File: src/rtl/position_mover.sv
// Frame-paced sprite position mover: steps the displayed cell one unit per
// axis toward the position captured on each frame tick.
module position_mover #(
  parameter int X_BITS          = 6,
  parameter int Y_BITS          = 6,
  parameter int FRAMES_PER_STEP = 4
) (
  input  logic                     clk,
  input  logic                     reset_n,
  input  logic [X_BITS+Y_BITS-1:0] pos_in,
  input  logic                     frame_tick,
  input  logic                     snap,
  input  logic                     enable,
  output logic [X_BITS-1:0]        cur_x,
  output logic [Y_BITS-1:0]        cur_y,
  output logic                     moving,
  output logic                     arrived
);

  localparam logic [0:0] S_IDLE = 1'b0;
  localparam logic [0:0] S_MOVE = 1'b1;
  localparam logic [7:0] LAST   = 8'(FRAMES_PER_STEP - 1);

  logic [X_BITS-1:0] r_x;
  logic [Y_BITS-1:0] r_y;
  logic [7:0]        r_cnt;
  logic [0:0]        r_state;
  logic              r_arrived;

  logic [X_BITS-1:0] w_tx;
  logic [Y_BITS-1:0] w_ty;
  logic [X_BITS-1:0] w_nx;
  logic [Y_BITS-1:0] w_ny;
  logic              w_same;
  logic              w_hit;

  // Target is the word present on the tick edge itself.
  assign w_tx = pos_in[X_BITS-1:0];
  assign w_ty = pos_in[X_BITS+:Y_BITS];

  // Compare-guarded steps can never overshoot or wrap.
  always_comb begin
    w_nx = r_x;
    if (r_x < w_tx) begin
      w_nx = r_x + 1'b1;
    end else if (r_x > w_tx) begin
      w_nx = r_x - 1'b1;
    end
  end

  always_comb begin
    w_ny = r_y;
    if (r_y < w_ty) begin
      w_ny = r_y + 1'b1;
    end else if (r_y > w_ty) begin
      w_ny = r_y - 1'b1;
    end
  end

  assign w_same = (w_tx == r_x) && (w_ty == r_y);
  assign w_hit  = (w_tx == w_nx) && (w_ty == w_ny);

  always_ff @(posedge clk or negedge reset_n) begin
    if (!reset_n) begin
      r_x       <= '0;
      r_y       <= '0;
      r_cnt     <= '0;
      r_state   <= S_IDLE;
      r_arrived <= 1'b0;
    end else begin
      r_arrived <= 1'b0;
      if (frame_tick) begin
        if (snap) begin
          r_x       <= w_tx;
          r_y       <= w_ty;
          r_cnt     <= '0;
          r_state   <= S_IDLE;
          r_arrived <= !w_same;
        end else if (r_state == S_IDLE) begin
          r_cnt <= '0;
          if (!w_same) begin
            r_state <= S_MOVE;
          end
        end else if (w_same) begin
          r_cnt     <= '0;
          r_state   <= S_IDLE;
          r_arrived <= 1'b1;
        end else if (enable) begin
          if (r_cnt == LAST) begin
            r_cnt <= '0;
            r_x   <= w_nx;
            r_y   <= w_ny;
            if (w_hit) begin
              r_state   <= S_IDLE;
              r_arrived <= 1'b1;
            end
          end else begin
            r_cnt <= r_cnt + 8'd1;
          end
        end
      end
    end
  end

  assign cur_x   = r_x;
  assign cur_y   = r_y;
  assign moving  = (r_state == S_MOVE);
  assign arrived = r_arrived;

endmodule
File: config.mk
export PLATFORM = sky130hd
export DESIGN_NAME = position_mover
export DESIGN_NICKNAME = d
export VERILOG_FILES = /design/src/rtl/position_mover.sv
export SDC_FILE = /design/constraint.sdc
export NUM_CORES = 1
export LEC_CHECK = 0
export CAP_MARGIN = 0
export CORE_UTILIZATION = 35
export CTS_BUF_LIST = sky130_fd_sc_hd__clkbuf_4 sky130_fd_sc_hd__clkbuf_8 sky130_fd_sc_hd__clkbuf_16
export CTS_CLUSTER_SIZE = 14
export DETAILED_ROUTE_END_ITERATION = 8
export GPL_ROUTABILITY_DRIVEN = 0
export PLACE_DENSITY_LB_ADDON = 0.05
export SKIP_CTS_REPAIR_TIMING = 1
export SYNTH_ARGS = -nofsm -noshare
export SYNTH_HDL_FRONTEND = slang
export SYNTH_SLANG_ARGS = --single-unit
File: constraint.sdc
create_clock -name clk -period 2.4 [get_ports clk]
set_input_delay 0.24 -clock clk [delete_from_list [all_inputs] [get_ports clk]]
set_output_delay 0.24 -clock clk [all_outputs]
set_load 0.005 [all_outputs]
# [After elaboration in Yosys (flattened, before gate mapping)]
# Index checks and enable logic that the tools add are counted.
[op_classes] addsub=5 n_mul=0 div=0 n_lt_le_gt_ge=4 n_eq_ne=7 shift=0 n_mux=33 bitwise_logic=0 reduce_logical=8
[ops] cell="6-bit two-way mux" n=14
[ops] cell="8-bit two-way mux" n=5
[ops] cell="6-bit equality test" n=4
[ops] cell="1-bit two-way mux" n=14
[ops] cell="6-bit by 1-bit adder with 6-bit output (second input constant)" n=2
[ops] cell="6-bit greater-than comparator" n=2
[ops] cell="6-bit < comparator" n=2
[ops] cell="6-bit by 1-bit subtractor with 6-bit output (second input constant)" n=2
[ops] cell="8-bit by 1-bit adder with 8-bit output (second input constant)" n=1
[ops] cell="8-bit by 2-bit equality test with 1-bit output (second input constant)" n=1
[ops] cell="2-bit nonzero test" n=3
[ops] cell="5-bit AND reduction" n=1
[ops] cell="4-bit by 3-bit inequality test with 1-bit output (second input constant)" n=1
[ops] cell="1-bit logical AND" n=2
[ops] cell="2-bit inequality test (second input constant)" n=1
[ops] cell="2-bit AND reduction" n=1
[ops] cell="1-bit logical NOT" n=1
[word_totals] reg_bits=22 latchBits=0 mem_bits_rw=0 rom_bits=0 inputBits=17 output_inout_bits=14 word_cells=62 mem_count=0

# [Longest topological paths before layout]
[depth] ltp_word=12 ltp_mapped=12 mapped_depth_nobuf=10

# [Worst setup path before layout]
# No wires, ideal clock.
[synth_timing] path_kind="register -> register" start="register r_x[0], in the netlist cur_x[0]" end="register r_state, in the netlist moving" setup_time_ps=135 t_arrival_ps=2586 required_time_ps=2265 path_slack_ps=-321 path_stages_with_launch=12 path_buffers=1 synth_period_minus_slack_ps=2721 cell_sequence="dfrtp_1 -> clkbuf_1 -> inv_1 -> ha_1 -> nand2_1 -> nor2_2 -> or3_1 -> mux2_4 -> a2111oi_2 -> nand4_1 -> nor4_2 -> a31oi_1"
[synth_via] elab_chain_cells=11 elab_cells_between_ends=17 cone_classes="add/sub: 2; order compare: 2; eq/ne: 2; mux: 9; reduce/logical: 2"
[synth_rtl] item="from (decl)" line_no="24" source="logic [X_BITS-1:0] r_x;"
[synth_rtl] item="from (signal assigned)" line_no="74" source="r_x <= w_tx;"
[synth_rtl] item="from (signal assigned)" line_no="91" source="r_x <= w_nx;"
[synth_rtl] item="6-bit by 1-bit subtractor with 6-bit output / 6-bit greater-than comparator (equally long branches)" line_no="47, 46"
[synth_rtl] item="6-bit two-way mux" line_no="46" source="end else if (r_x > w_tx) begin"
[synth_rtl] item="6-bit two-way mux" line_no="44" source="if (r_x < w_tx) begin"
[synth_rtl] item="6-bit equality test" line_no="61" source="assign w_hit = (w_tx == w_nx) && (w_ty == w_ny);"
[synth_rtl] item="1-bit logical AND" line_no="61"
[synth_rtl] item="1-bit two-way mux" line_no="93" source="if (w_hit) begin"
[synth_rtl] item="1-bit two-way mux" line_no="89" source="if (r_cnt == LAST) begin"
[synth_rtl] item="1-bit two-way mux" line_no="88" source="end else if (enable) begin"
[synth_rtl] item="1-bit two-way mux" line_no="84" source="end else if (w_same) begin"
[synth_rtl] item="1-bit two-way mux *" line_no="79" source="end else if (r_state == S_IDLE) begin"
[synth_rtl] item="1-bit two-way mux *" line_no="73" source="if (snap) begin"
[synth_rtl] item="to (signal assigned)" line_no="77" source="r_state <= S_IDLE;"
[synth_rtl] item="to (signal assigned)" line_no="82" source="r_state <= S_MOVE;"
[synth_rtl] item="to (signal assigned)" line_no="86" source="r_state <= S_IDLE;"
[synth_rtl] item="to (decl)" line_no="27" source="logic [0:0] r_state;"
# Mark *: on every way between the ends. The rest lies on a longest branch, timed or not.
# A chain may end at the register's enable or synchronous reset.

# [Final worst setup path]
[layout_timing] start="register r_y[2], in the netlist cur_y[2]" end="register r_state, in the netlist moving"
[layout_via] elab_chain_cells=11 elab_cells_between_ends=17 cone_classes="add/sub: 2; order compare: 2; eq/ne: 2; mux: 9; reduce/logical: 2"
[layout_rtl] item="from (decl)" line_no="25" source="logic [Y_BITS-1:0] r_y;"
[layout_rtl] item="from (signal assigned)" line_no="75" source="r_y <= w_ty;"
[layout_rtl] item="from (signal assigned)" line_no="92" source="r_y <= w_ny;"
[layout_rtl] item="6-bit by 1-bit subtractor with 6-bit output / 6-bit greater-than comparator (equally long branches)" line_no="56, 55"
[layout_rtl] item="6-bit two-way mux" line_no="55" source="end else if (r_y > w_ty) begin"
[layout_rtl] item="6-bit two-way mux" line_no="53" source="if (r_y < w_ty) begin"
[layout_rtl] item="6-bit equality test" line_no="61"
[layout_rtl] item="1-bit logical AND" line_no="61"
[layout_rtl] item="1-bit two-way mux" line_no="93"
[layout_rtl] item="1-bit two-way mux" line_no="89"
[layout_rtl] item="1-bit two-way mux" line_no="88"
[layout_rtl] item="1-bit two-way mux" line_no="84"
[layout_rtl] item="1-bit two-way mux *" line_no="79"
[layout_rtl] item="1-bit two-way mux *" line_no="73"
# Marked as above.

==> metrics.csv <==
stage,metric,value,unit
outcome,status,finished with violations,
outcome,failing checks,"design-rule violations, negative setup slack",
final_layout,area of the multi-input gates,0.00184,mm²
floorplanning,core area,0.00635,mm²
worst_setup_path,worst reg-to-reg path cell count,9,
global_route,first-pass GRT wire length,11.8,mm
logic_synthesis,"Top FF cell, synth",dfrtp_1,
final_layout,n_diodes,0,
final_layout,Nets,425,
timing,final hold violations,0,
worst_setup_path,worst reg2reg path endpoint,moving,
worst_setup_path,critical path class,register to register,
worst_setup_path,CP arrival,2690,ps
final_layout,Final Cell Area,0.00353,mm²
cts,# clock sinks,22,
cts,clock root cell,clkbuf_8,
placement,detailed placement HPWL,5.42,mm
timing,Max-slew headroom,0.565,
timing,Final min period,2530,ps
logic_synthesis,Yosys cell types,61,
timing,Layout Skew,8.92,ps
worst_setup_path,startpoint types,register,
floorplanning,die width,83.1,µm
logic_synthesis,Async SR Flop Fraction,1.00,
power,Tot Pwr,2.24,mW
route,Remaining DRCs,2,
timing,Slew Limit Fails,0,
placement,port bufs,30,
cts,"Reg clk slew, reported paths",110,ps
route,Wirelength per Cell,15.4,µm
route,Detailed Routing Iterations Pass 1,6,
logic_synthesis,Avg Synthesized Cell Area,7.88,µm²
worst_setup_path,Critical Path Sink Type,register,
logic_synthesis,Synthesized Nets,326,
floorplanning,Rows,29,
logic_synthesis,Post-Syn Instances,292,
global_route,total grt overflow,0,
route,Detail Route met2 WL,3.42,mm
worst_setup_path,worst stage delay on the critical path,400,ps
cts,clock latency at the later pin of the worst-skew pair,290,ps
cts,clk buf depth,2,
worst_setup_path,Slowest cell on crit path,dfrtp_1,
worst_setup_path,worst-path fanout max,4,
logic_synthesis,Seq cells post-synth,22,
worst_setup_path,worst r2r src,cur_y[2],
placement,placed cells,459,
timing,RSZ-0062 raised after global routing,true,
final_layout,Finished Core Util,0.556,
route,"antenna viol nets, final",0,
logic_synthesis,Post-synth EDFFs,0,
worst_setup_path,crit path to,moving,
cts,depth of the CTS H-tree,1,
run,max_cap viols,0,
final_layout,Fillers,587,
floorplanning,initial core utilization,0.363,
final_layout,final std cells w/o fill,467,
final_layout,synth-to-layout area growth,53.4,%
logic_synthesis,Ys Warns,0,
route,vias,2533,
global_route,vias in the first global route,2455,
final_layout,share of cells above drive strength 1,0.344,
worst_setup_path,worst path cell trace,"ha_1, and4_4, and3_4, or3_4, mux2_4, a211oi_2, nand4_1, nor4_2, a31oi_1",
route,wire length on met3,216,µm
final_layout,FF+latch area,556,µm²
power,pwr/cell area,634,mW/mm²
global_route,largest net degree at the start of global routing,23,
timing,Worst-Margin Slew,651,ps
route,DRT iter0 DRCs,85,
route,met1 WL,3.47,mm
power,Peak supply drop,0.362,mV
timing,setup TNS,-313,ps
power,LEAKAGE,1.55,nW
timing,worst setup margin,-131,ps
cts,total CTS buffers,3,
route,drt total wl,7.17,mm
logic_synthesis,sequential cell area fraction in the yosys report,0.239,
floorplanning,height of the die,83.1,µm
global_route,Total Routing Usage GR,0.211,
worst_setup_path,FF-to-FF setup slack,-130,ps
route,Max Used Layer,met4,
floorplanning,die area,0.00691,mm²
final_layout,most frequent cells in the layout,"buf_4, o21ai_0, clkdlybuf4s50_1",
final_layout,"commonest non-fill, non-tap cell in the layout",buf_4,
global_route,initial antenna violation count,0,
cts,CTS tree,done,
floorplanning,Ports,31,
min_path,Hold WC Path Type,input port to asynchronous set/reset pin,
timing,maximum achievable frequency,395,MHz
logic_synthesis,synthesized area,0.00230,mm²
timing,Setup Viol. Count Final,5,
timing,Final period util,1.05,
worst_setup_path,Worst EP required,2560,ps
route,via density per instance,5.42,
placement,Post-Place Cell Area,0.00326,mm²
worst_setup_path,Critical Path Start,cur_y[2],
[routing by layer]
| layer | GRT usage | up-vias |
|---|---|---|
| li1 | - | 1291 |
| met1 | 0.299 | 1191 |
| met2 | 0.344 | 45 |
| met3 | 0.0139 | 6 |
| met4 | 0.0627 | 0 |
| met5 | 0 | - |
[worst max-delay path: cells and delay by family, from the launching register on]
family / cells / cell delay (ps)
AO/OA/AOI/OAI: 2 / 310
flip-flops: 1 / 400
multiplexers: 1 / 270
adder cells (fa/ha/maj): 1 / 290
AND/OR/NAND/NOR: 5 / 1160
[area by class of cell]
class / instances / area share
Tap cell: 77 / 0.0273
Multi-Input combinational cell: 240 / 0.521
Clock buffer: 3 / 0.0117
Clock inverter: 1 / 0.00850
Inverter: 19 / 0.0202
Timing Repair Buffer: 105 / 0.254
Sequential cell: 22 / 0.157
[how the worst min path moves through the flow]
stage,slack [ps],end
after floorplan,-60,arrived
after global routing,350,moving
final,310,cur_y[1]
after detailed placement,500,r_cnt[1]
after global placement,490,r_cnt[1]
after CTS,330,moving
[Yosys cell counts (4+ instances only)]
cell	n	area [µm²]
dfrtp_1	22	551
ha_1	17	213
o22ai_1	12	75.1
xnor2_1	7	61.3
xor2_1	9	78.8
o21ai_0	29	145
nor2b_1	6	37.5
a21oi_1	19	95.1
or3_1	5	31.3
nand2_1	20	75.1
clkbuf_1	5	18.8
and3_1	4	25.0
o31ai_1	4	30.0
nor3_1	7	35.0
nor2_1	18	67.6
nand3_1	20	100
inv_1	18	67.6
o21a_1	4	30.0
nand2b_1	4	25.0
[stage by stage]
| step | setup WS, ps | hold slack (ps) |
|---|---|---|
| 3_3_place_gp | -582 | 493 |
| 4_1_cts | -318 | 326 |
| 6_report | -131 | 307 |
| 5_1_grt | -238 | 350 |
| 3_5_place_dp | -621 | 496 |
| 2_1_floorplan | -45.9 | -55.6 |
[cells by family (layout without fill, tap and decap cells)]
| group | count (synthesis) | in the layout | synth area share |
|---|---|---|---|
| AOI/OAI and AO/OA | 97 | 97 | 0.273 |
| xor gates and xnor gates | 16 | 16 | 0.0609 |
| adders and majority gates | 17 | 17 | 0.0924 |
| buffers and inverters | 30 | 128 | 0.0647 |
| DFF | 22 | 22 | 0.239 |
| muxes | 5 | 5 | 0.0245 |
| and+or+nand+nor | 105 | 105 | 0.245 |
[where the power goes]
part           internal, mW  switching [mW]
Sequential            0.423          0.0515
Combinational         0.707           0.670
Clock                 0.224           0.162
Total                  1.35           0.884
[flip-flops by register name (all words and copies together) (netlist names)]
name / count
arrived: 1
cur_x: 6
cur_y: 6
moving: 1
r_cnt: 8
(Power assumes the default switching activity.)
